==> config.mk <==
export PLATFORM = sky130hd
export DESIGN_NAME = display_7seg_varredura_flat
export DESIGN_NICKNAME = d
export VERILOG_FILES = /design/src/rtl/display_7seg_varredura_if.sv /design/src/rtl/display_7seg_varredura.sv /design/src/flat_wrapper.sv
export SDC_FILE = /design/constraint.sdc
export NUM_CORES = 1
export LEC_CHECK = 0
export ABC_CLOCK_PERIOD_IN_PS = 2400
export CAP_MARGIN = 10
export CORE_UTILIZATION = 32
export CTS_BUF_LIST = sky130_fd_sc_hd__clkbuf_8
export DETAILED_ROUTE_END_ITERATION = 10
export PLACE_DENSITY_LB_ADDON = 0.3
export SLEW_MARGIN = 30
export SYNTH_ARGS = -nofsm -noshare
export SYNTH_HDL_FRONTEND = slang
export SYNTH_SLANG_ARGS = --single-unit
==> constraint.sdc <==
create_clock -name clk -period 2.4 [get_ports clk]
set_input_delay 0.48 -clock clk [delete_from_list [all_inputs] [get_ports clk]]
set_output_delay 0.48 -clock clk [all_outputs]
set_load 0.1 [all_outputs]
==> src/rtl/display_7seg_varredura_if.sv <==
// Display bus between the datapath (master) and the scanned seven-segment
// driver (slave): digit codes, load strobe, blanking enable, segments, anodes.
interface display_7seg_varredura_if #(
    parameter int N_DIGITOS = 4
);
    logic [4*N_DIGITOS-1:0] valores;
    logic                   carregar;
    logic                   supressao_zeros;
    logic [0:6]             decimal;
    logic [N_DIGITOS-1:0]   anodo;

    modport master (
        output valores,
        output carregar,
        output supressao_zeros,
        input  decimal,
        input  anodo
    );

    modport slave (
        input  valores,
        input  carregar,
        input  supressao_zeros,
        output decimal,
        output anodo
    );
endinterface

==> src/rtl/display_7seg_varredura.sv <==
// Time-multiplexed seven-segment driver: latches N 4-bit digit codes and scans
// them one digit at a time, with optional leading-zero blanking.
// Build option: define DISPLAY_7SEG_HEXA_EN to show codes 10..15 as A,b,C,d,E,F;
// otherwise those codes show segment g only as an error marker.
module display_7seg_varredura #(
    parameter int N_DIGITOS     = 4,
    parameter int DIV_VARREDURA = 50000
) (
    input  logic clk,
    input  logic rst_n,
    display_7seg_varredura_if.slave bus
);
    localparam int CW = (DIV_VARREDURA > 1) ? $clog2(DIV_VARREDURA) : 1;
    localparam int IW = (N_DIGITOS > 1) ? $clog2(N_DIGITOS) : 1;
    localparam logic [CW-1:0] CONT_MAX = CW'(DIV_VARREDURA - 1);
    localparam logic [IW-1:0] IDX_MAX  = IW'(N_DIGITOS - 1);

    logic [4*N_DIGITOS-1:0] valores_reg;
    logic [CW-1:0]          cont_reg;
    logic [IW-1:0]          indice_reg;
    logic [0:6]             decimal_reg;
    logic [N_DIGITOS-1:0]   anodo_reg;

    logic [3:0]             digito [N_DIGITOS];
    logic [N_DIGITOS-1:0]   apagavel;
    logic [N_DIGITOS-1:0]   anodo_next;
    logic [3:0]             codigo;
    logic                   apagar;
    logic [0:6]             segmentos;
    logic [0:6]             decimal_next;

    // Split the latched vector into individual digit codes
    generate
        for (genvar gi = 0; gi < N_DIGITOS; gi++) begin : g_digito
            assign digito[gi] = valores_reg[4*gi +: 4];
        end
    endgenerate

    // Digit i>0 may be blanked when it and every more significant digit are 0
    always_comb begin
        logic todos_zero;
        apagavel   = '0;
        todos_zero = 1'b1;
        for (int i = N_DIGITOS - 1; i >= 1; i--) begin
            todos_zero  = todos_zero && (valores_reg[4*i +: 4] == 4'd0);
            apagavel[i] = todos_zero;
        end
    end

    // Select the active digit's code, blank flag and one-hot anode
    always_comb begin
        codigo     = 4'd0;
        apagar     = 1'b0;
        anodo_next = '0;
        for (int i = 0; i < N_DIGITOS; i++) begin
            if (indice_reg == IW'(i)) begin
                codigo        = digito[i];
                apagar        = apagavel[i];
                anodo_next[i] = 1'b1;
            end
        end
    end

    // Code to a..g segment pattern (bit 0 = a)
    always_comb begin
        segmentos = 7'b0000001;
        unique case (codigo)
            4'd0:  segmentos = 7'b1111110;
            4'd1:  segmentos = 7'b0110000;
            4'd2:  segmentos = 7'b1101101;
            4'd3:  segmentos = 7'b1111001;
            4'd4:  segmentos = 7'b0110011;
            4'd5:  segmentos = 7'b1011011;
            4'd6:  segmentos = 7'b1011111;
            4'd7:  segmentos = 7'b1110000;
            4'd8:  segmentos = 7'b1111111;
            4'd9:  segmentos = 7'b1111011;
`ifdef DISPLAY_7SEG_HEXA_EN
            4'd10: segmentos = 7'b1110111;
            4'd11: segmentos = 7'b0011111;
            4'd12: segmentos = 7'b1001110;
            4'd13: segmentos = 7'b0111101;
            4'd14: segmentos = 7'b1001111;
            4'd15: segmentos = 7'b1000111;
`else
            4'd10, 4'd11, 4'd12,
            4'd13, 4'd14, 4'd15: segmentos = 7'b0000001;
`endif
            default: segmentos = 7'b0000001;
        endcase
        decimal_next = (bus.supressao_zeros && apagar) ? 7'b0000000 : segmentos;
    end

    // Load register, prescaler, digit index and registered outputs
    always_ff @(posedge clk) begin
        if (!rst_n) begin
            valores_reg <= '0;
            cont_reg    <= '0;
            indice_reg  <= '0;
            decimal_reg <= '0;
            anodo_reg   <= '0;
        end else begin
            if (bus.carregar) begin
                valores_reg <= bus.valores;
            end
            if (cont_reg == CONT_MAX) begin
                cont_reg   <= '0;
                indice_reg <= (indice_reg == IDX_MAX) ? '0 : indice_reg + 1'b1;
            end else begin
                cont_reg <= cont_reg + 1'b1;
            end
            decimal_reg <= decimal_next;
            anodo_reg   <= anodo_next;
        end
    end

    assign bus.decimal = decimal_reg;
    assign bus.anodo   = anodo_reg;

endmodule

==> src/flat_wrapper.sv <==
// flat-port wrapper written by rule: the top's interface ports become plain ports
module display_7seg_varredura_flat 
#(
    parameter int N_DIGITOS     = 4,
    parameter int DIV_VARREDURA = 50000
)
  (clk, rst_n, bus_valores, bus_carregar, bus_supressao_zeros, bus_decimal, bus_anodo);
  display_7seg_varredura_if #(.N_DIGITOS(N_DIGITOS)) bus_i ();
  input  logic clk;
  input  logic rst_n;
  input wire logic [$bits(bus_i.valores)-1:0] bus_valores;
  input wire logic [$bits(bus_i.carregar)-1:0] bus_carregar;
  input wire logic [$bits(bus_i.supressao_zeros)-1:0] bus_supressao_zeros;
  output wire logic [$bits(bus_i.decimal)-1:0] bus_decimal;
  output wire logic [$bits(bus_i.anodo)-1:0] bus_anodo;
  assign bus_i.valores = bus_valores;
  assign bus_i.carregar = bus_carregar;
  assign bus_i.supressao_zeros = bus_supressao_zeros;
  assign bus_decimal = bus_i.decimal;
  assign bus_anodo = bus_i.anodo;
  display_7seg_varredura #(.N_DIGITOS(N_DIGITOS), .DIV_VARREDURA(DIV_VARREDURA)) u_core (.clk(clk), .rst_n(rst_n), .bus(bus_i));
endmodule
==> summary.md <==
| Metric | Value |
|---|---|
| Top-level port count | 31 |
| Post-synth top area share | 42.4% |
| Root Driver | clkbuf_8 |
| Yosys warnings | 0 |
| DR vias/cell | 4.82 |
| NetSw | 422 uW |
| Die X-Extent | 83.5 um |
| Sequential share of the synthesized area | 42.4% |
| Power Internal | 1180 uW |
| Hold Buf Count CTS | 0 |
| # port buffers | 30 |
| Syn_nets | 246 |
| Final period util | 90.5% |
| Pin count of the biggest net entering global routing | 22 |
| Routed wire length | 4070 um |
| Worst slew margin | 62.5% |
| Startpoint types | flop |
| Tmin final | 2170 ps |
| CTS tree | yes |
| Congestion Overflow GR | 0 |
| Final setup vio count | 0 |
| Vias in the first global route | 1,530 |
| Top cells by area, synth | dfxtp_1 (42%), mux2i_1 (8.0%), ha_1 (6.5%) |
| Worst Max-Slew Pin Slew | 559 ps |
| Max VDD drop | 0.306 mV |
| Unique masters post-synth | 44 |
| Detailed router's first-iteration violation count | 29 |
| Cell accounting for the most synthesized area | dfxtp_1 |
| Number of synthesized register bits | 45 |
| Leak Pwr | 0.00102 uW |
| Endpoints failing hold | 0 |
| Syn Inst Count | 215 |
| Core Area | 6390 um2 |
| Synth async-reset ratio | 0% |
| Starting Density | 33.2% |
| All-Layer GR Usage | 12.6% |
| Setup crit start | u_core.indice_reg[0]$_SDFFE_PN0P_ |
| Worst Skew | 9.79 ps |
| CTS Sinks | 45 |
| Setup Fix Bufs, Post-CTS | 0 |
| DR pass1 iterations | 4 |
| Commonest non-fill, non-tap cell in the layout | dfxtp_1 |
| Maximum clock insertion buffer count | 2 |
| Critical Path RT | 2570 ps |
| Detailed placer's ending HPWL | 2890 um |
| Number of synthesized flops with an enable pin | 0 |
| Unrepaired setup endpoints after global routing | no |
| Switch share | 26.4% |
| Final setup TNS | 0 ps |
| Path category of the worst min-delay check | flop to flop |
| Final core utilization | 40.1% |
| MaxCap Viol Count | 0 |
| Clock Latency Late Sink | 290 ps |
| H-tree depth | 2 |
| CP max FO | 15 |
| Share of total power in the clock network | 34.2% |
| CP Data Arrival Time | 2340 ps |
| Outcome | finished, final reports clean |
| Antenna diodes | 0 |
| Most frequent cells in the layout | dfxtp_1 (45), nor2b_1 (21), clkdlybuf4s50_1 (19) |
| Area Overhead vs Synth | 20.6% |
| Logic pwr share | 15.7% |
| Post-cts resize count | 0 |
| GPL Wtd Cong | 0.762 |
| First-pass GRT wire length | 7130 um |
| Final ANT Viol Nets | 0 |
| Post-route cell area | 2560 um2 |
| Setup crit end kind | flop |
| # rows | 29 |
| Pwr dens | 625 nW/um2 |
| Final net count | 275 |
| Post-synthesis average cell area | 9.88 um2 |
| CTS Buf Count | 5 |
| Number of remaining DRC errors | 0 |
| Height of the die | 83.5 um |
| Peak Freq | 0.460 GHz |
| Worst hold start | u_core.cont_reg[0]$_SDFF_PP0_ |
| Reg2reg start | u_core.indice_reg[0]$_SDFFE_PN0P_ |
| Reg clk slew, reported paths | 80 ps |
| WL per Instance | 12.7 um |
| Vias | 1,547 |
| Sequential Power Share | 50.0% |
| Mapped Area | 2120 um2 |
| Share of cells above drive strength 1 | 11.5% |
| Die area | 6960 um2 |
| Initial antenna violation count | 0 |
| Max Slew Vio Count | 0 |
| Dpl cell area | 2450 um2 |
| Kind of critical path | flop to flop |
| Synth Flop Type | dfxtp_1 |
[power groups by stage]
stage	combinational, uW	sequential (uW)	clock, uW
floorplan	91.1	904	0
global placement	251	818	0
detailed placement	253	818	0
CTS	253	801	566
global route	269	805	609
finish	252	801	548
[through the flow]
| step | hold slack [ps] | setup slack [ps] | cells | total power [uW] |
|---|---|---|---|---|
| 2_1_floorplan | 426 | 255 | 215 | 995 |
| 3_3_place_gp | 441 | 295 | 314 | 1070 |
| 3_5_place_dp | 450 | 182 | 314 | 1070 |
| 4_1_cts | 468 | 166 | 321 | 1620 |
| 5_1_grt | 518 | 50.8 | 321 | 1680 |
| 6_report | 468 | 228 | 321 | 1600 |
[critical path: stages, from the launching register on]
cell and delay (ps):
dfxtp_1 400, ha_1 460, a211oi_1 120, a211oi_2 270
inv_1 120, ha_1 230, nor3_1 210, a221o_1 190
a21oi_2 50
[routing by layer]
metal  GRT usage (%)  part of all wire [%]  vias to the layer above
met5               0                     0                        -
met4            4.62                   1.5                        0
met3            3.56                   3.7                        7
met2            21.5                    48                       24
met1            15.2                    47                      702
li1                -                     -                      814
[area by class of cell]
type	count	area, um2
Timing Repair Buffer	33	295
Clock buffer	5	68.8
Fill cell	638	3820
Clock inverter	2	35.0
Inverter	5	18.8
Tap cell	77	96.3
Multi-Input combinational cell	154	1150
Sequential cell	45	901
[worst paths after layout]
path	end	slack (ps)	cells after the start
worst max-delay path	u_core.bus.decimal[4]$_SDFF_PP0_	230	8
worst min-delay path	u_core.cont_reg[0]$_SDFF_PP0_	470	1
worst max register to register	u_core.bus.decimal[4]$_SDFF_PP0_	230	8
worst min register to register	u_core.cont_reg[0]$_SDFF_PP0_	470	1
[Yosys cell counts (3+ instances only)]
| cell type | n |
|---|---|
| and4_1 | 3 |
| o21ai_0 | 3 |
| a211oi_1 | 4 |
| nor2b_1 | 21 |
| inv_1 | 5 |
| and3_1 | 3 |
| dfxtp_1 | 45 |
| or3_1 | 3 |
| nand3b_1 | 3 |
| and2_1 | 4 |
| nor4_1 | 3 |
| xor2_1 | 10 |
| nand4_1 | 5 |
| a21oi_1 | 5 |
| nand3_1 | 9 |
| mux2i_1 | 17 |
| clkbuf_1 | 4 |
| ha_1 | 11 |
| buf_2 | 5 |
| nor2_1 | 14 |
| nand2_1 | 7 |
| nor3b_1 | 4 |
[cells by family after synthesis]
logic type      share of synthesized area, %
simple gates                            25.3
flops                                   42.4
compound gates                          8.49
mux                                     8.54
buf+inv                                 3.83
xor+xnor                                4.95
fa+ha+maj                               6.48
(Power assumes the default switching activity.)
